--- src/rtl/nv_nvdla_cvif_write_eg_pkg.sv ---
`default_nettype none
// +--------------------------------------------------------------------+
// | nv_nvdla_cvif_write_eg_pkg : shared CVIF constants for write egress |
// | Rev 1.0                                                            |
// +--------------------------------------------------------------------+
package nv_nvdla_cvif_write_eg_pkg;

    localparam int C_NUM_THREADS = 5;
    localparam int C_TID_W       = 4;
    localparam int C_CQ_PD_W     = 3;
    localparam int C_LEN_W       = 2;
    localparam int C_PD_ACK_BIT  = 0;
    localparam int C_PD_LEN_LSB  = 1;
    localparam int C_PD_LEN_MSB  = 2;

    localparam int C_THR_BDMA = 0;
    localparam int C_THR_SDP  = 1;
    localparam int C_THR_PDP  = 2;
    localparam int C_THR_CDP  = 3;
    localparam int C_THR_RBK  = 4;

endpackage : nv_nvdla_cvif_write_eg_pkg
`default_nettype wire

--- src/rtl/nv_nvdla_cvif_write_eg.sv ---
`default_nettype none
// +--------------------------------------------------------------------+
// | nv_nvdla_cvif_write_eg : AXI B-channel egress, pops context queues  |
// | and returns credits / write-complete pulses. Rev 1.0               |
// +--------------------------------------------------------------------+
module nv_nvdla_cvif_write_eg
    import nv_nvdla_cvif_write_eg_pkg::*;
(
    input  logic                 nvdla_core_clk,
    input  logic                 nvdla_core_rstn,
    input  logic                 noc2cvif_axi_b_bvalid,
    output logic                 noc2cvif_axi_b_bready,
    input  logic [7:0]           noc2cvif_axi_b_bid,
    input  logic                 cq_rd0_pvld,
    output logic                 cq_rd0_prdy,
    input  logic [C_CQ_PD_W-1:0] cq_rd0_pd,
    input  logic                 cq_rd1_pvld,
    output logic                 cq_rd1_prdy,
    input  logic [C_CQ_PD_W-1:0] cq_rd1_pd,
    input  logic                 cq_rd2_pvld,
    output logic                 cq_rd2_prdy,
    input  logic [C_CQ_PD_W-1:0] cq_rd2_pd,
    input  logic                 cq_rd3_pvld,
    output logic                 cq_rd3_prdy,
    input  logic [C_CQ_PD_W-1:0] cq_rd3_pd,
    input  logic                 cq_rd4_pvld,
    output logic                 cq_rd4_prdy,
    input  logic [C_CQ_PD_W-1:0] cq_rd4_pd,
    output logic                 eg2ig_axi_vld,
    output logic [C_LEN_W-1:0]   eg2ig_axi_len,
    output logic                 cvif2bdma_wr_rsp_complete,
    output logic                 cvif2sdp_wr_rsp_complete,
    output logic                 cvif2pdp_wr_rsp_complete,
    output logic                 cvif2cdp_wr_rsp_complete,
    output logic                 cvif2rbk_wr_rsp_complete,
    output logic                 eg_err_bad_id
);

    logic                     r_hold_vld;
    logic [C_TID_W-1:0]       r_hold_tid;
    logic                     r_eg_vld;
    logic [C_LEN_W-1:0]       r_eg_len;
    logic [C_NUM_THREADS-1:0] r_cmpl;
    logic                     r_err;

    logic [C_NUM_THREADS-1:0] w_pvld;
    logic [C_CQ_PD_W-1:0]     w_pd [C_NUM_THREADS];
    logic [C_NUM_THREADS-1:0] w_sel;
    logic [C_NUM_THREADS-1:0] w_pop_vec;
    logic [C_NUM_THREADS-1:0] w_pop_ack;
    logic [C_LEN_W-1:0]       w_pop_len;
    logic                     w_pop;
    logic                     w_bad;
    logic                     w_s1_done;
    logic                     w_b_fire;
    logic                     w_bid_unused;

    assign w_pvld = {cq_rd4_pvld, cq_rd3_pvld, cq_rd2_pvld, cq_rd1_pvld, cq_rd0_pvld};
    assign w_pd[0] = cq_rd0_pd;
    assign w_pd[1] = cq_rd1_pd;
    assign w_pd[2] = cq_rd2_pd;
    assign w_pd[3] = cq_rd3_pd;
    assign w_pd[4] = cq_rd4_pd;
    assign w_bid_unused = ^noc2cvif_axi_b_bid[7:4];

    // Decode and pop mux depend only on the held response, never on bvalid.
    always_comb begin
        w_sel     = '0;
        w_pop_len = '0;
        w_pop_ack = '0;
        for (int n = 0; n < C_NUM_THREADS; n++) begin
            w_sel[n] = r_hold_vld && (r_hold_tid == C_TID_W'(n));
        end
        w_pop_vec = w_sel & w_pvld;
        for (int n = 0; n < C_NUM_THREADS; n++) begin
            if (w_pop_vec[n]) begin
                w_pop_len    = w_pd[n][C_PD_LEN_MSB:C_PD_LEN_LSB];
                w_pop_ack[n] = w_pd[n][C_PD_ACK_BIT];
            end
        end
    end

    assign w_pop     = |w_pop_vec;
    assign w_bad     = r_hold_vld && (r_hold_tid >= C_TID_W'(C_NUM_THREADS));
    assign w_s1_done = w_pop || w_bad;
    assign w_b_fire  = noc2cvif_axi_b_bvalid && noc2cvif_axi_b_bready;

    assign noc2cvif_axi_b_bready = !r_hold_vld || w_s1_done;
    assign cq_rd0_prdy = w_pop_vec[0];
    assign cq_rd1_prdy = w_pop_vec[1];
    assign cq_rd2_prdy = w_pop_vec[2];
    assign cq_rd3_prdy = w_pop_vec[3];
    assign cq_rd4_prdy = w_pop_vec[4];

    always_ff @(posedge nvdla_core_clk or negedge nvdla_core_rstn) begin
        if (!nvdla_core_rstn) begin
            r_hold_vld <= 1'b0;
            r_hold_tid <= '0;
            r_eg_vld   <= 1'b0;
            r_eg_len   <= '0;
            r_cmpl     <= '0;
            r_err      <= 1'b0;
        end else begin
            if (w_b_fire) begin
                r_hold_vld <= 1'b1;
                r_hold_tid <= noc2cvif_axi_b_bid[C_TID_W-1:0];
            end else if (w_s1_done) begin
                r_hold_vld <= 1'b0;
            end
            r_eg_vld <= w_pop;
            r_eg_len <= w_pop_len;
            r_cmpl   <= w_pop_ack;
            r_err    <= r_err || w_bad;
        end
    end

    assign eg2ig_axi_vld             = r_eg_vld;
    assign eg2ig_axi_len             = r_eg_len;
    assign cvif2bdma_wr_rsp_complete = r_cmpl[C_THR_BDMA];
    assign cvif2sdp_wr_rsp_complete  = r_cmpl[C_THR_SDP];
    assign cvif2pdp_wr_rsp_complete  = r_cmpl[C_THR_PDP];
    assign cvif2cdp_wr_rsp_complete  = r_cmpl[C_THR_CDP];
    assign cvif2rbk_wr_rsp_complete  = r_cmpl[C_THR_RBK];
    assign eg_err_bad_id             = r_err;

endmodule : nv_nvdla_cvif_write_eg
`default_nettype wire
--- config.mk ---
export PLATFORM = sky130hd
export DESIGN_NAME = nv_nvdla_cvif_write_eg
export DESIGN_NICKNAME = d
export VERILOG_FILES = /design/src/rtl/nv_nvdla_cvif_write_eg_pkg.sv /design/src/rtl/nv_nvdla_cvif_write_eg.sv
export SDC_FILE = /design/constraint.sdc
export NUM_CORES = 1
export LEC_CHECK = 0
export BUFFER_PORTS_ARGS = -buffer_cell sky130_fd_sc_hd__buf_2
export CAP_MARGIN = 20
export CORE_MARGIN = 2
export CORE_UTILIZATION = 40
export DETAILED_ROUTE_END_ITERATION = 8
export GPL_TIMING_DRIVEN = 0
export PLACE_DENSITY = 0.77
export SYNTH_ARGS = -nofsm -noshare
export SYNTH_HDL_FRONTEND = slang
export SYNTH_SLANG_ARGS = --single-unit
--- constraint.sdc ---
create_clock -name nvdla_core_clk -period 2.2 [get_ports nvdla_core_clk]
set_clock_uncertainty 0.15 [all_clocks]
set_input_delay 0.44 -clock nvdla_core_clk [delete_from_list [all_inputs] [get_ports nvdla_core_clk]]
set_output_delay 0.44 -clock nvdla_core_clk [all_outputs]
set_load 0.03 [all_outputs]
### After elaboration in Yosys (flattened, before gate mapping)

Index checks and enable logic that the tools add are counted.
Widths: inputs -> output; s select.

* bits in registers: 14
* input port bits: 31
* logic and storage cells: 38
* output and inout bits: 15

* $lt $le $gt $ge: 1
* reductions and logical operators: 14
* bitwise operators: 1
* muxes and demuxes: 12
* equality and inequality tests: 4

Operator list (number)
* $mux 2: 5
* $eq 4x2->1 const B: 2
* $logic_and 1x1->1: 7
* $mux 1: 7
* $and 5x5->5: 1
* $reduce_or 5->1: 1
* $eq 4x1->1 const B: 1
* $eq 4x3->1 const B: 1
* $ge 4x3->1 const B: 1
* $logic_not 4->1: 1
* $logic_or 1x1->1: 3
* $reduce_bool 2->1: 1
* $logic_not 1->1: 1

### Longest topological paths before layout

* word-level depth: 8
* mapped depth: 5
* gate-level depth less buffers: 4

### Least setup slack after synthesis

Ideal clock, no wire load.

* path type: register to output
* start: reg r_hold_tid[1]
* end: out cq_rd0_prdy
* data required time: 1.610 ns
* arrival time: 1.887 ns
* path slack: -0.277 ns
* buffers on the path: 0
* stages on the path, launching flop included: 3
* cells stage by stage: dfrtp_1 or4b_4 nor3b_1

* cells in the longest elaborated chain, start to end: 3

Ends and longest elaborated chain
* start, declared: line nv_nvdla_cvif_write_eg.sv:40 `logic [C_TID_W-1:0] r_hold_tid;`
* start signal, assigned: line nv_nvdla_cvif_write_eg.sv:106 `r_hold_tid <= noc2cvif_axi_b_bid[C_TID_W-1:0];`
* $logic_not 4->1: line nv_nvdla_cvif_write_eg.sv:72 `w_sel[n] = r_hold_vld && (r_hold_tid == C_TID_W'(n));`
* $logic_and 1x1->1: line nv_nvdla_cvif_write_eg.sv:72
* $and 5x5->5: line nv_nvdla_cvif_write_eg.sv:74 `w_pop_vec = w_sel & w_pvld;`
* end, declared: line nv_nvdla_cvif_write_eg.sv:15 `output logic cq_rd0_prdy,`

Every way passes these cells.

### Final worst setup path

* start: reg r_hold_tid[3]
* end: out cq_rd4_prdy

* cells in the longest elaborated chain, start to end: 3

Ends and longest elaborated chain
* $eq 4x3->1: line nv_nvdla_cvif_write_eg.sv:72
* $logic_and 1x1->1: line nv_nvdla_cvif_write_eg.sv:72
* $and 5x5->5: line nv_nvdla_cvif_write_eg.sv:74
* end, declared: line nv_nvdla_cvif_write_eg.sv:27 `output logic cq_rd4_prdy,`

Every way passes these cells.

==> flow_summary.ini <==
[finish]
syn2layout_area_growth_pct = 59.0
fin_util_pct = 66.1
nFillCells = 127
instances_no_fill = 132
drive_above_1_share_pct = 60.0
fin_area_mm2 = 0.00112
antennaDiodeCount = 0
nNetsFinal = 147

[grt]
grt_usage_pct = 19.5
antenna_found_initial = 0
grt_max_degree = 15
grt_pass1_wl_um = 2790
grt_pass1_vias = 643
grt-ovfl-total = 0

[setup_path]
worstPathArrival_ns = 1.73
cp-start-kind = flop
critPathCaptureType = output port
required_ns = 1.61
worstPathMaxFanout = 4
crit_type = flop to output port
ff2ff_path_depth = 5

[clock_tree]
clk_pin_slew_ns = 0.08
clock_latency_ns = 0.28
numCtsBuffers = 3
htree_levels = 1
clockBufferDepth = 2
cts_sinks = 14
cts_tree = yes
root_buffer = clkbuf_4

[route]
viasPerCell = 5.27
first_pass_iters = 4
drt_iter0_markers = 18
drcViolationCount = 0
wl_um = 1910
vias = 695
ant_nets = 0
post_drt_wl_per_cell_um = 14.5

[sta]
timing.hold.ws_ns = 0.211
drv_slew = 0
period_needed_ns = 2.32
max-slew-margin-rel_pct = 74.2
max_clock_freq_mhz = 431
worst-slew-pin-transition_ns = 0.382
layout_setup_ws_ns = -0.120
rsz0062_at_grt = yes
fin_crit_sh_pct = 105
hold_violations = 0
fin_setup_tns_ns = -0.318
setup_viol = 3

[worst_hold_path]
whs_path_depth = 2
hold_path.class = primary input to flop

[job]
drv_cap = 0

[placement]
placed_cells = 118
place_hpwl_um = 1300
postPlaceCellArea_um2 = 933
gp_congestion = 0.721
port_buffers = 41

[yosys]
syn_inst = 60
synth_fp_nets = 91
seq_area_frac_synth_pct = 49.9
syn_area_um2 = 702
synth_seq_cells = 14
synth.avg_cell_area_um2 = 11.7
ys_types = 27
ys_warn_count = 0

[floorplan]
chipWidth_um = 45.9
core_area_mm2 = 0.00169
initial_utilization_pct = 41.6
pin_count = 46
dieHeight_um = 45.9
core.rowCount = 15
dieArea_mm2 = 0.00211

[power_and_ir_drop]
power_leakage_nw = 0.591
power_density_mw_per_mm2 = 861
irDropWorstVdd_mv = 0.441

[outcome]
violations = setup timing
outcome = finished, violations left
## path summary, 6_finish.rpt
path | startpoint | endpoint | slack [ns]
worst max-delay path | r_hold_tid[3]$_DFFE_PN0P_ | cq_rd4_prdy | -0.12
max in group asynchronous | nvdla_core_rstn | r_hold_tid[1]$_DFFE_PN0P_ | 1.22
worst min-delay path | cq_rd2_pd[0] | r_cmpl[2]$_DFF_PN0_ | 0.21
min in group asynchronous | nvdla_core_rstn | eg_err_bad_id$_DFF_PN0_ | 0.43
worst min register to register | eg_err_bad_id$_DFF_PN0_ | eg_err_bad_id$_DFF_PN0_ | 0.33
worst max register to register | r_hold_tid[1]$_DFFE_PN0P_ | r_hold_tid[0]$_DFFE_PN0P_ | 0.22
## routing by layer
metal / global-route usage (%) / vias up / routed length [µm]
li1: - / 331 / -
met1: 21.4 / 325 / 741
met2: 31.9 / 33 / 991
met3: 6.75 / 6 / 122
met4: 12.0 / 0 / 55
met5: 0 / - / 0
## sequential cells by signal, indices dropped and copies added (netlist names)
register	cells
r_cmpl	5
r_hold_tid	4
eg2ig_axi_len	2
eg2ig_axi_vld	1
eg_err_bad_id	1
r_hold_vld	1
## synthesized netlist by cell type
library cell,count,area share [%]
a21o_1,1,1.1
a222oi_1,2,2.9
a22oi_1,2,2.1
and2_1,6,5.3
and3_1,2,1.8
and4bb_2,1,1.8
buf_2,1,0.71
dfrtp_1,14,50
inv_1,3,1.6
mux2_1,2,3.2
mux2_2,1,1.6
mux2i_1,1,1.4
nand2_1,5,2.7
nand2b_1,3,2.7
nand3b_1,1,1.1
nor2_1,1,0.53
nor2b_1,1,0.89
nor3_1,2,1.4
nor3b_1,1,1.1
nor4_4,1,3.0
o21ai_0,3,2.1
o2bb2ai_1,1,1.2
o2bb2ai_4,1,3.9
o311ai_0,1,1.2
o31ai_2,1,1.8
or2_2,1,0.89
or4b_4,1,2.0
## area by class of cell
type / instances / area, µm² / share of cell area, %
repair buffers: 51 / 319 / 28.6
clock buffers: 4 / 36.3 / 3.25
well taps: 17 / 21.3 / 1.91
plain buffers: 1 / 7.51 / 0.673
multi-input cells: 42 / 368 / 33.0
flip-flops and latches: 14 / 353 / 31.6
inverters: 3 / 11.3 / 1.01
## logic make-up (layout without fill, tap and decap cells)
family          Yosys count  in the layout  share of synthesized area (%)
compound gates           12             12                           16.4
buf+inv                   4             59                           2.32
flops                    14             14                           49.9
mux                       4              4                           6.24
simple gates             26             26                           25.1
## where the power goes
part / switching (mW) / internal [mW]
registers: 0.0346 / 0.302
clock network: 0.0830 / 0.101
logic: 0.232 / 0.209
total: 0.349 / 0.612
## worst max-delay path, cell delays in order (launching register included)
cell and delay [ns]:
dfrtp_1 0.42, or4b_4 0.60, buf_4 0.17, nor2_4 0.11, buf_6 0.14
## metrics by stage
step	worst slack (ns)	total power, mW
floorplan	0.0753	0.566
global placement	0.0449	0.644
detailed placement	0.0174	0.658
CTS	-0.106	0.934
global route	-0.186	1.02
finish	-0.120	0.961
## cells in the final DEF, fill, tap and decap left out
cell type      count
nor3b_4            1
nor4_4             1
or2_2              1
clkbuf_4           3
clkbuf_8           1
nand3b_1           1
and4bb_4           1
or4b_4             1
dlygate4sd3_1      1
buf_6              3
buf_2             36
o2bb2ai_1          1
nand2b_1           3
inv_1              3
a21o_1             1
o21ai_0            2
nor3_2             1
and3_1             2
buf_4             11
o21ai_1            1
o31ai_2            1
a222oi_1           2
mux2_2             1
and2_1             4
nor2b_1            1
nand2_1            5
buf_12             1
mux2_1             2
dfrtp_2            2
a22oi_1            2
o2bb2ai_4          1
nor3_1             1
nor2_4             1
mux2i_1            1
dfrtp_1           12
o311ai_0           1
and2_4             2
## timing repair
item                       4_1_cts  5_1_grt
setup endpoints to repair        6        6
resized for setup               11       10
buffers inserted                 7        2
pin swaps                        5        2
hold buffers                     1        0
hold endpoints to repair        14        0
Note: power is estimated with default switching activity, not from simulation.
